[config.mk]
export PLATFORM = sky130hd
export DESIGN_NAME = digit_serial_mult
export DESIGN_NICKNAME = d
export VERILOG_FILES = /design/src/rtl/digit_mult_pkg.sv /design/src/rtl/mult2by2.sv /design/src/rtl/digit_serial_mult.sv
export SDC_FILE = /design/constraint.sdc
export NUM_CORES = 1
export LEC_CHECK = 0
export ABC_AREA = 1
export CAP_MARGIN = 20
export CELL_PAD_IN_SITES_DETAIL_PLACEMENT = 0
export CELL_PAD_IN_SITES_GLOBAL_PLACEMENT = 1
export CORE_AREA = 10 10 112 114
export CTS_CLUSTER_DIAMETER = 200
export DETAILED_ROUTE_END_ITERATION = 7
export DIE_AREA = 0 0 122 124
export PLACE_DENSITY_LB_ADDON = 0.1
export SKIP_CTS_REPAIR_TIMING = 1
export SLEW_MARGIN = 20
export SYNTH_ARGS = -nofsm -noshare
export SYNTH_HDL_FRONTEND = slang
export SYNTH_SLANG_ARGS = --single-unit
[constraint.sdc]
create_clock -name clk -period 9.3 [get_ports clk]
set_input_delay 1.86 -clock clk [delete_from_list [all_inputs] [get_ports clk]]
set_output_delay 1.86 -clock clk [all_outputs]
set_load 0.02 [all_outputs]
[src/rtl/digit_mult_pkg.sv]
// rtl/digit_mult_pkg.sv - shared types and constants for the digit-serial multiplier
package digit_mult_pkg;

    // Digit width in bits; the datapath multiplies one digit of each operand per cycle
    localparam int DIGIT_W = 2;

    typedef enum logic [1:0] {
        IDLE = 2'd0,
        RUN  = 2'd1,
        DONE = 2'd2
    } state_t;

endpackage

[src/rtl/mult2by2.sv]
// rtl/mult2by2.sv - combinational digit-by-digit multiplier
module mult2by2
    import digit_mult_pkg::*;
(
    input  logic [DIGIT_W-1:0]   i_x,
    input  logic [DIGIT_W-1:0]   i_y,
    output logic [2*DIGIT_W-1:0] o_p
);

    logic [2*DIGIT_W-1:0] w_x_ext;
    logic [2*DIGIT_W-1:0] w_y_ext;

    assign w_x_ext = {{DIGIT_W{1'b0}}, i_x};
    assign w_y_ext = {{DIGIT_W{1'b0}}, i_y};

    // Full product of two digits always fits in 2*DIGIT_W bits
    assign o_p = w_x_ext * w_y_ext;

endmodule

[src/rtl/digit_serial_mult.sv]
// rtl/digit_serial_mult.sv - digit-serial unsigned multiplier; optional DIGIT_SERIAL_MULT_ZERO_SKIP_EN
module digit_serial_mult
    import digit_mult_pkg::*;
#(
    parameter int WIDTH = 8
) (
    input  logic               clk,
    input  logic               rst_n,
    input  logic               in_valid,
    output logic               in_ready,
    input  logic [WIDTH-1:0]   a,
    input  logic [WIDTH-1:0]   b,
    output logic               out_valid,
    input  logic               out_ready,
    output logic [2*WIDTH-1:0] product,
    output logic               busy
);

    // Number of digits per operand and the index width needed to walk them
    localparam int D     = WIDTH / DIGIT_W;
    localparam int IDX_W = (D > 1) ? $clog2(D) : 1;
    localparam logic [IDX_W-1:0] LAST_IDX = IDX_W'(D - 1);

    state_t                r_state;
    logic [WIDTH-1:0]      r_a;
    logic [WIDTH-1:0]      r_b;
    logic [2*WIDTH-1:0]    r_acc;
    logic [IDX_W-1:0]      r_i;
    logic [IDX_W-1:0]      r_j;
    logic                  r_in_ready;
    logic                  r_out_valid;
    logic                  r_busy;
    logic [2*WIDTH-1:0]    r_product;

    logic [DIGIT_W-1:0]    w_da;
    logic [DIGIT_W-1:0]    w_db;
    logic [2*DIGIT_W-1:0]  w_pp;
    logic [2*WIDTH-1:0]    w_pp_ext;
    logic [IDX_W:0]        w_isum;
    logic [2*WIDTH-1:0]    w_pp_shifted;
    logic [2*WIDTH-1:0]    w_acc_next;
    logic                  w_last;

    // Select digit i of a and digit j of b
    assign w_da = r_a[r_i*DIGIT_W +: DIGIT_W];
    assign w_db = r_b[r_j*DIGIT_W +: DIGIT_W];

    mult2by2 u_mult2by2 (
        .i_x (w_da),
        .i_y (w_db),
        .o_p (w_pp)
    );

    // Partial product weight is 2*(i+j): append one zero bit to i+j since DIGIT_W is 2
    assign w_isum       = {1'b0, r_i} + {1'b0, r_j};
    assign w_pp_ext     = (2*WIDTH)'(w_pp);
    assign w_pp_shifted = w_pp_ext << {w_isum, 1'b0};
    assign w_acc_next   = r_acc + w_pp_shifted;
    assign w_last       = (r_i == LAST_IDX) && (r_j == LAST_IDX);

    assign in_ready  = r_in_ready;
    assign out_valid = r_out_valid;
    assign busy      = r_busy;
    assign product   = r_product;

    // Control FSM with registered handshake outputs; walks j fastest, then i
    always_ff @(posedge clk or negedge rst_n) begin
        if (!rst_n) begin
            r_state     <= IDLE;
            r_a         <= '0;
            r_b         <= '0;
            r_acc       <= '0;
            r_i         <= '0;
            r_j         <= '0;
            r_in_ready  <= 1'b1;
            r_out_valid <= 1'b0;
            r_busy      <= 1'b0;
            r_product   <= '0;
        end else begin
            case (r_state)
                IDLE: begin
                    if (in_valid) begin
                        r_a        <= a;
                        r_b        <= b;
                        r_acc      <= '0;
                        r_i        <= '0;
                        r_j        <= '0;
                        r_in_ready <= 1'b0;
`ifdef DIGIT_SERIAL_MULT_ZERO_SKIP_EN
                        if ((a == '0) || (b == '0)) begin
                            r_state     <= DONE;
                            r_out_valid <= 1'b1;
                            r_product   <= '0;
                        end else
`endif
                        begin
                            r_state <= RUN;
                            r_busy  <= 1'b1;
                        end
                    end
                end
                RUN: begin
                    r_acc <= w_acc_next;
                    if (w_last) begin
                        r_state     <= DONE;
                        r_busy      <= 1'b0;
                        r_out_valid <= 1'b1;
                        r_product   <= w_acc_next;
                    end else if (r_j == LAST_IDX) begin
                        r_j <= '0;
                        r_i <= r_i + IDX_W'(1);
                    end else begin
                        r_j <= r_j + IDX_W'(1);
                    end
                end
                DONE: begin
                    if (out_ready) begin
                        r_state     <= IDLE;
                        r_out_valid <= 1'b0;
                        r_in_ready  <= 1'b1;
                    end
                end
                default: begin
                    r_state <= IDLE;
                end
            endcase
        end
    end

endmodule

==> results of run 1 <==
final cells by class:
class,count,area [um^2],area share [%]
clock buffer,12,155,3.66
clock inverter,4,51.3,1.21
inverter,62,233,5.49
multi-input combinational,368,1820,42.9
sequential,57,1430,33.7
tap,136,170,4.01
timing repair buffer,39,383,9.03
path summary, 6_finish.rpt:
check / start / to / slack (ns)
max: r_i[0] / product[13] / 5.82
min: r_a[3] / r_a[3] / 0.48
max reg2reg: r_i[0] / product[13] / 5.82
min reg2reg: r_a[3] / r_a[3] / 0.48
max in group asynchronous: rst_n / r_acc[12] / 7.09
min in group asynchronous: rst_n / product[8] / 1.68
power by group:
group	switching, uW	internal (uW)
Sequential	69.4	356
Clock	107	139
Combinational	524	314
logic make-up after synthesis:
group,after synthesis
AO/OA/AOI/OAI,33
XOR/XNOR,3
adder cells (fa/ha/maj),23
buffers and inverters,71
flip-flops,57
AND/OR/NAND/NOR,309
critical path: stages (launching register included):
cell and delay [ns]:
dfrtp_1 0.47, inv_1 0.18, nand2_1 0.08, a32o_1 0.24, nor2_1 0.10, ha_1 0.15
ha_1 0.15, inv_1 0.04, o21ai_0 0.45, nand2_1 0.16, nor2_1 0.17, ha_1 0.31
nand2_1 0.19, inv_1 0.06, nand2_1 0.06, nand2_1 0.04, a21oi_1 0.19, nand3_1 0.13
nand3_1 0.13, nand2_1 0.07
state kept, by name, summed over array words and instances, names as in the netlist:
register and cells:
r_state 2, r_i 2, r_j 2, in_ready 1, r_acc 16, r_b 8, product 16, out_valid 1
busy 1, r_a 8
per-stage QoR:
stage | std cells | hold WS, ns
after global routing | 678 | 0.496
after detailed placement | 662 | 0.462
after floorplan | 496 | 0.442
after CTS | 678 | 0.479
final | 678 | 0.476
after global placement | 662 | 0.458
cells in the mapped netlist, types with 2 or more instances:
cell type and instances:
o21ai_1 2, o21ai_0 15, xnor2_1 2, dfrtp_1 56
nand3_1 42, fa_1 2, or2_2 4, clkbuf_1 2
buf_2 6, nand3b_1 3, inv_1 59, nor2_1 31
a21oi_1 8, nor2_4 2, a32o_1 2, nor3_1 3
inv_2 2, nand4_1 3, ha_1 21, nand2_1 216
metal layers:
| layer | vias to the layer above | part of all wire (%) |
|---|---|---|
| li1 | 1643 | - |
| met1 | 1414 | 48 |
| met2 | 41 | 48 |
| met3 | 6 | 2.7 |
| met4 | 0 | 1.0 |
| met5 | - | 0 |
==> results.py, run 1 <==
metrics = {
    "sta": {
        "min_period_ns": 3.48,
        "finClkSkew_ns": 0.00439,
        "report.final.setup_viol": 0,
        "hold_viol_final": 0,
        "worst_pin_slew_ns": 0.778,
        "rsz0062_at_grt": "no",
        "fmax_mhz": 288,
        "period_share_pct": 37.4,
        "setup_slack_ns": 5.82,
        "slew_viol_final": 0,
        "setup_tns_ns": 0,
        "maxSlewHeadroom_pct": 48.1,
    },
    "cells_and_area": {
        "n_antenna_cell": 0,
        "drive_gt1_share_pct": 5.54,
        "post-route-util_pct": 41.4,
        "final_cell_mix": "216 x nand2_1, 59 x inv_1, 56 x dfrtp_1",
        "fill_cells": 1094,
        "final_net_count": 580,
        "layout_commonest_cell": "nand2_1",
        "syn_to_final_growth_pct": 20.3,
        "post-route-cell-area_um2": 4240,
    },
    "critical_path": {
        "critPathKind": "flop to flop",
        "crit_fanout": 7,
        "crit_arrival_ns": 3.70,
        "rr_worst_depth": 19,
        "cp-start-kind": "flop",
        "crit_required_ns": 9.52,
        "crit_path_end_kind": "flop",
    },
    "placement": {
        "detailed_place.area_um2": 4030,
        "hpwl_um": 6620,
        "finalWeightedCongestion": 0.842,
        "dpl_worst_slack_ns": 5.51,
        "io_buffers": 38,
    },
    "global_routing": {
        "grt_usage_pct": 12.9,
        "grtUsageMet2_pct": 22.4,
        "grt_antenna_before_repair": 0,
        "use_met1_pct": 15.7,
        "grt_max_degree": 58,
        "grt_pass1_vias": 3183,
        "use_met3_pct": 2.58,
        "grt_pass1_wl_um": 15600,
        "grt_remaining_overflow": 0,
        "top_usage_layer": "met2",
    },
    "synth": {
        "synth_top_family_by_area": "simple AND/OR/NAND/NOR gates",
        "synthArstFlopShare_pct": 100,
        "synthXorXnorAreaFrac_pct": 0.745,
        "synthesis.area_um2": 3520,
        "synth_cells": 496,
        "yosysTopAreaCell": "dfrtp_1",
        "synth-seq-area-share_pct": 40.5,
        "synth-simple-area-share_pct": 36.5,
        "synth_mux_area_share_pct": 0,
        "synth_enable_flop_cells": 0,
        "synth_warnings": 0,
        "syn-mean-instance-area_um2": 7.11,
        "synth-compound-area-share_pct": 5.75,
        "synth_ff_type": "dfrtp_1",
        "synth_fa_ha_area_share_pct": 8.59,
        "yosys-top-cells-area": "dfrtp_1 40%, nand2_1 23%, ha_1 7.5%",
        "synthesis.nets": 539,
        "ys_seq_elements": 57,
        "synth_top_area_share_pct": 39.8,
        "synth_cell_types": 35,
    },
    "min_path": {
        "hold_path.class": "flop to flop",
        "holdPathStages": 2,
    },
    "detailed_routing": {
        "drtIter0Drc": 181,
        "ant_nets": 0,
        "via_per_inst": 4.58,
        "vias": 3104,
        "post_drt_wl_per_cell_um": 13.3,
        "drt_wl_total_um": 9010,
        "drc_errors": 0,
        "firstDrtPassIters": 4,
    },
    "floorplanning": {
        "num_rows": 37,
        "fp.dieW_um": 122,
        "ios": 39,
        "start_util_pct": 34.5,
        "core-area_um2": 10200,
        "die_h_um": 124,
        "dieArea_um2": 15100,
    },
    "clocking": {
        "clockRootBuffer": "clkbuf_8",
        "clock_sinks": 57,
        "cts.path.max_buffers": 2,
        "clock_latency_ns": 0.33,
        "cts_tree": "done",
        "cts_buffers": 9,
        "path_clk_slew_ns": 0.07,
        "htreeDepth": 3,
    },
    "power_and_ir_drop": {
        "power_uw": 1510,
        "irDropWorstVdd_uv": 109,
        "p_leak_uw": 0.00225,
        "power.density_nw_per_um2": 356,
    },
    "job": {
        "cap_violations": 0,
    },
    "outcome": {
        "status": "finished clean",
    },
}
No activity file was read; power rests on OpenSTA's default activity.
==> run 2: changes to the inputs <==
clock period = 3.29 ns   (was 9.3 ns; I/O delays follow)
==> results.py, run 2 (synthesis gave the netlist of run 1 again) <==
metrics = {
    "sta": {
        "slew_viol_final": 0,
        "rsz0062_at_grt": "yes",
        "setup_slack_ns": 0.211,
        "report.final.setup_viol": 0,
        "min_period_ns": 3.08,
        "holdWs_ns": 0.459,
        "maxSlewHeadroom_pct": 37.6,
        "hold_viol_final": 0,
        "worst_pin_slew_ns": 0.936,
        "fmax_mhz": 325,
        "period_share_pct": 93.6,
        "finClkSkew_ns": 0.0118,
    },
    "clocking": {
        "clock_latency_ns": 0.34,
        "clock_sinks": 57,
        "cts_tree": "done",
        "clockRootBuffer": "clkbuf_8",
        "htreeDepth": 3,
        "cts_buffers": 9,
        "path_clk_slew_ns": 0.07,
        "cts.path.max_buffers": 2,
    },
    "outcome": {
        "status": "finished clean",
    },
    "cells_and_area": {
        "layout_commonest_cell": "nand2_1",
        "n_antenna_cell": 0,
        "post-route-cell-area_um2": 4540,
        "post-route-util_pct": 44.4,
        "final_net_count": 596,
        "syn_to_final_growth_pct": 28.9,
        "final_cell_mix": "208 x nand2_1, 57 x inv_1, 56 x dfrtp_1",
        "drive_gt1_share_pct": 14.0,
        "fill_cells": 1080,
    },
    "detailed_routing": {
        "drt_wl_total_um": 9580,
        "firstDrtPassIters": 4,
        "vias": 3178,
        "drtIter0Drc": 139,
        "post_drt_wl_per_cell_um": 13.8,
        "drc_errors": 0,
        "ant_nets": 0,
        "via_per_inst": 4.58,
    },
    "critical_path": {
        "rr_worst_depth": 18,
        "cp_common_cell": "nand2_1",
        "critPathTopFamily": "simple AND/OR/NAND/NOR gates",
        "rrSetupSlack_ns": 0.21,
        "crit_chain": "buf_4 -> nand2_1 -> a32o_2 -> nor2_1 -> ha_1 -> ha_1 -> nand2_1 -> nor2_1 -> a31oi_2 -> nor2_1 -> ha_4 -> nand2_1 -> inv_1 -> a21oi_1 -> nand2_2 -> or2_2 -> nand3_1 -> nand2_1",
        "crit_required_ns": 3.51,
        "regToRegEndpoint": "r_acc[7]",
        "crit_fanout": 5,
        "path_buf_inv": 2,
        "crit_path_end_kind": "flop",
        "reg2reg_from": "r_i[0]",
        "critPathKind": "flop to flop",
        "cp-start-kind": "flop",
        "cpPeakStageDelay_ns": 0.42,
        "crit_arrival_ns": 3.30,
        "critPathSlowestCell": "dfrtp_1",
    },
    "power_and_ir_drop": {
        "p_leak_uw": 0.00238,
        "power.density_nw_per_um2": 1060,
        "irDropWorstVdd_uv": 300,
    },
    "global_routing": {
        "grt_pass1_vias": 3315,
        "grt_usage_pct": 13.5,
        "grt_remaining_overflow": 0,
        "use_met3_pct": 3.21,
        "grt_antenna_before_repair": 0,
        "grt_pass1_wl_um": 16200,
        "grt_max_degree": 41,
        "grtUsageMet2_pct": 23.4,
        "use_met1_pct": 16.0,
        "top_usage_layer": "met2",
    },
    "placement": {
        "io_buffers": 38,
        "detailed_place.area_um2": 4150,
        "finalWeightedCongestion": 0.850,
        "hpwl_um": 7090,
        "dpl_worst_slack_ns": 0.0905,
    },
    "floorplanning": {
        "fp.dieW_um": 122,
        "dieArea_um2": 15100,
        "start_util_pct": 34.5,
        "num_rows": 37,
        "core-area_um2": 10200,
        "die_h_um": 124,
        "ios": 39,
    },
    "min_path": {
        "hold_path.class": "primary input to asynchronous set/reset pin",
    },
    "job": {
        "cap_violations": 0,
    },
}
run 2: cell count changes in the layout (fill, tap and decap cells not counted), sizes merged:
cell    change
buf        +16
bufinv      +2
clkbuf      -1
clkinv      -1
run 2: routing by layer:
metal / up-vias / wire, um
met4: 0 / 168
met2: 38 / 4700
li1: 1671 / -
met1: 1456 / 4420
met5: - / 0
met3: 13 / 290
run 2: power breakdown:
part	switching [uW]	internal [uW]
Sequential	199	1010
Clock	303	523
Combinational	1650	1120
Total	2160	2650
run 2: area by class of cell:
class,count,area [um^2],share of cell area [%]
clock buffer,11,141,3.11
clock inverter,5,103,2.26
inverter,62,233,5.12
multi-input combinational,368,1960,43.3
sequential,57,1430,31.4
tap,136,170,3.75
timing repair buffer,55,503,11.1
run 2: how the worst max path moves through the flow:
stage / slack, ns / endpoint / cells after the start / start
final: 0.21 / r_acc[7] / 18 / r_i[0]
after global routing: -0.08 / r_acc[7] / 18 / r_i[0]
after floorplan: 0.30 / product[12] / 17 / r_i[0]
after CTS: 0.06 / product[12] / 17 / r_j[0]
after detailed placement: 0.09 / r_acc[13] / 19 / r_i[0]
after global placement: 0.07 / product[8] / 17 / r_j[0]
run 2: per-stage QoR:
step | power [uW] | std cells | setup TNS [ns]
after floorplan | 2920 | 496 | 0
after global placement | 3730 | 677 | 0
after detailed placement | 3750 | 677 | 0
after CTS | 4610 | 693 | 0
after global routing | 5310 | 694 | -0.337
final | 4810 | 694 | 0
==> run 3: changes to the inputs <==
ABC_AREA = unset   (was 1)
CORE_AREA = 10 10 108 110   (was 10 10 112 114)
DIE_AREA = 0 0 118 120   (was 0 0 122 124)
DONT_BUFFER_PORTS = 1   (was unset)
==> results.py, run 3 <==
metrics = {
    "detailed_routing": {
        "ant_nets": 0,
        "vias": 2420,
        "via_per_inst": 4.85,
        "drt_wl_total_um": 8190,
        "drc_errors": 0,
        "firstDrtPassIters": 4,
        "drtIter0Drc": 135,
        "post_drt_wl_per_cell_um": 16.4,
    },
    "floorplanning": {
        "ios": 39,
        "start_util_pct": 34.3,
        "fp.dieW_um": 118,
        "die_h_um": 120,
        "num_rows": 36,
        "dieArea_um2": 14200,
        "core-area_um2": 9550,
    },
    "sta": {
        "period_share_pct": 104,
        "maxSlewHeadroom_pct": 64.0,
        "slew_viol_final": 0,
        "hold_viol_final": 0,
        "worst_pin_slew_ns": 0.540,
        "setup_slack_ns": -0.131,
        "finClkSkew_ns": 0.00669,
        "report.final.setup_viol": 15,
        "rsz0062_at_grt": "yes",
        "min_period_ns": 3.42,
        "fmax_mhz": 292,
    },
    "synth": {
        "synthTopCellsByCount": "56 x dfrtp_1, 26 x mux2_2, 26 x nand2_1, 21 x ha_1, 20 x o21ai_0",
        "yosys-top-cells-area": "dfrtp_1 43%, mux2_2 9.0%, ha_1 8.0%",
        "yosysTopAreaCell": "dfrtp_1",
        "yosysMostFrequentCell": "dfrtp_1",
        "ys_seq_elements": 57,
        "synth_ff_type": "dfrtp_1",
        "synth_cell_types": 54,
        "synthArstFlopShare_pct": 100,
        "synth_top_area_share_pct": 42.8,
        "synth_enable_flop_cells": 0,
        "synthesis.nets": 347,
        "synth-seq-area-share_pct": 43.6,
        "synth_cells": 304,
        "syn-mean-instance-area_um2": 10.8,
        "synthesis.area_um2": 3270,
        "synth_warnings": 0,
    },
    "cells_and_area": {
        "final_net_count": 404,
        "fill_cells": 933,
        "multiInputGateArea_um2": 1980,
        "ff_latch_area_um2": 1430,
        "syn_to_final_growth_pct": 31.8,
        "n_antenna_cell": 0,
        "final_cell_mix": "57 x buf_4, 54 x dfrtp_1, 26 x nand2_1, 26 x mux2_2, 18 x o21ai_0",
        "layout_commonest_cell": "buf_4",
        "post-route-util_pct": 45.1,
        "drive_gt1_share_pct": 40.7,
    },
    "critical_path": {
        "worstSetupStartpoint": "r_j[0]",
        "cp.depth": 15,
        "rr_worst_depth": 15,
        "cp-start-kind": "flop",
        "crit_fanout": 4,
        "crit_chain": "mux4_2 -> and2_4 -> ha_4 -> ha_4 -> nor2b_4 -> a31oi_1 -> buf_4 -> nor2_2 -> ha_2 -> a21oi_2 -> o21ai_2 -> a221o_1 -> a211oi_2 -> xor2_1 -> o21ai_1",
        "crit_required_ns": 3.49,
        "crit_arrival_ns": 3.62,
        "critPathKind": "flop to flop",
        "worstSetupEndpoint": "r_acc[14]",
        "rrSetupSlack_ns": -0.13,
        "cp_common_cell": "ha_4",
        "cpPeakStageDelay_ns": 0.52,
        "reg2reg_from": "r_j[0]",
        "path_buf_inv": 1,
        "crit_path_end_kind": "flop",
        "regToRegEndpoint": "r_acc[14]",
        "critPathTopFamily": "compound AO/OA/AOI/OAI gates",
        "critPathSlowestCell": "mux4_2",
    },
    "clocking": {
        "htreeDepth": 3,
        "cts_buffers": 9,
        "path_clk_slew_ns": 0.06,
        "cts_tree": "done",
        "clockRootBuffer": "clkbuf_8",
        "cts.path.max_buffers": 2,
        "clock_latency_ns": 0.33,
        "clock_sinks": 57,
    },
    "power_and_ir_drop": {
        "p_leak_uw": 0.00189,
        "power_uw": 5320,
        "power.density_nw_per_um2": 1230,
        "irDropWorstVdd_uv": 392,
    },
    "outcome": {
        "status": "finished with violations",
        "violations": "setup timing",
    },
    "placement": {
        "dpl_worst_slack_ns": -0.261,
        "hpwl_um": 6040,
        "finalWeightedCongestion": 0.808,
        "io_buffers": 0,
    },
    "global_routing": {
        "grt_usage_pct": 11.7,
        "grt_pass1_vias": 2434,
        "grt_max_degree": 58,
        "grt_pass1_wl_um": 13400,
        "grt_remaining_overflow": 0,
        "grt_antenna_before_repair": 0,
    },
    "min_path": {
        "hold_path.class": "primary input to asynchronous set/reset pin",
    },
    "job": {
        "cap_violations": 0,
    },
}
-- run 3: worst min path at each step --
stage,start,to,cells after the start
floorplan,rst_n,busy,0
global placement,rst_n,product[1],0
detailed placement,rst_n,product[1],0
CTS,rst_n,product[1],0
global route,rst_n,in_ready,0
finish,rst_n,in_ready,0
-- run 3: per-layer routing --
metal / part of all wire [%] / GRT usage [%] / routed length (um)
met1: 48 / 15.2 / 3940
met2: 46 / 17.8 / 3730
met3: 5.0 / 4.08 / 411
met4: 1.3 / 4.17 / 104
met5: 0 / 0 / 0
-- run 3: power breakdown --
group	switching, uW	internal [uW]
combinational	1520	1640
clock	282	523
sequential	325	1030
-- run 3: layout make-up --
cell class / count / area share, %
Inverter: 8 / 0.697
Clock buffer: 11 / 3.28
Tap cell: 133 / 3.86
Sequential cell: 57 / 33.2
Timing Repair Buffer: 58 / 10.6
Clock inverter: 5 / 2.38
Multi-Input combinational cell: 227 / 46.0
-- run 3: kinds of logic (layout without fill, tap and decap cells) --
kind of cell | Yosys count | in the layout | synth area share, %
simple gates | 84 | 84 | 12.7
compound gates | 75 | 75 | 16.2
flops | 57 | 57 | 43.6
mux | 31 | 31 | 12.0
fa+ha+maj | 23 | 23 | 9.26
buf+inv | 20 | 82 | 2.45
xor+xnor | 14 | 14 | 3.75
-- run 3: worst register-to-register path, stage by stage, from the launching register on --
cell      delay (ns)
dfrtp_2         0.39
mux4_2          0.52
and2_4          0.18
ha_4            0.15
ha_4            0.22
nor2b_4         0.12
a31oi_1         0.13
buf_4           0.18
nor2_2          0.04
ha_2            0.19
a21oi_2         0.18
o21ai_2         0.09
a221o_1         0.32
a211oi_2        0.26
xor2_1          0.23
o21ai_1         0.08
-- run 3: metrics by stage --
stage / instances / setup TNS [ns] / hold WS [ns] / cell area, um^2
floorplan: 304 / -0.840 / 0.362 / 3340
CTS: 494 / -3.63 / -0.00624 / 4090
global placement: 478 / -2.38 / 0.364 / 3840
global route: 499 / -5.13 / 0.137 / 4310
finish: 499 / -1.05 / 0.166 / 4310
detailed placement: 478 / -3.33 / 0.366 / 3840
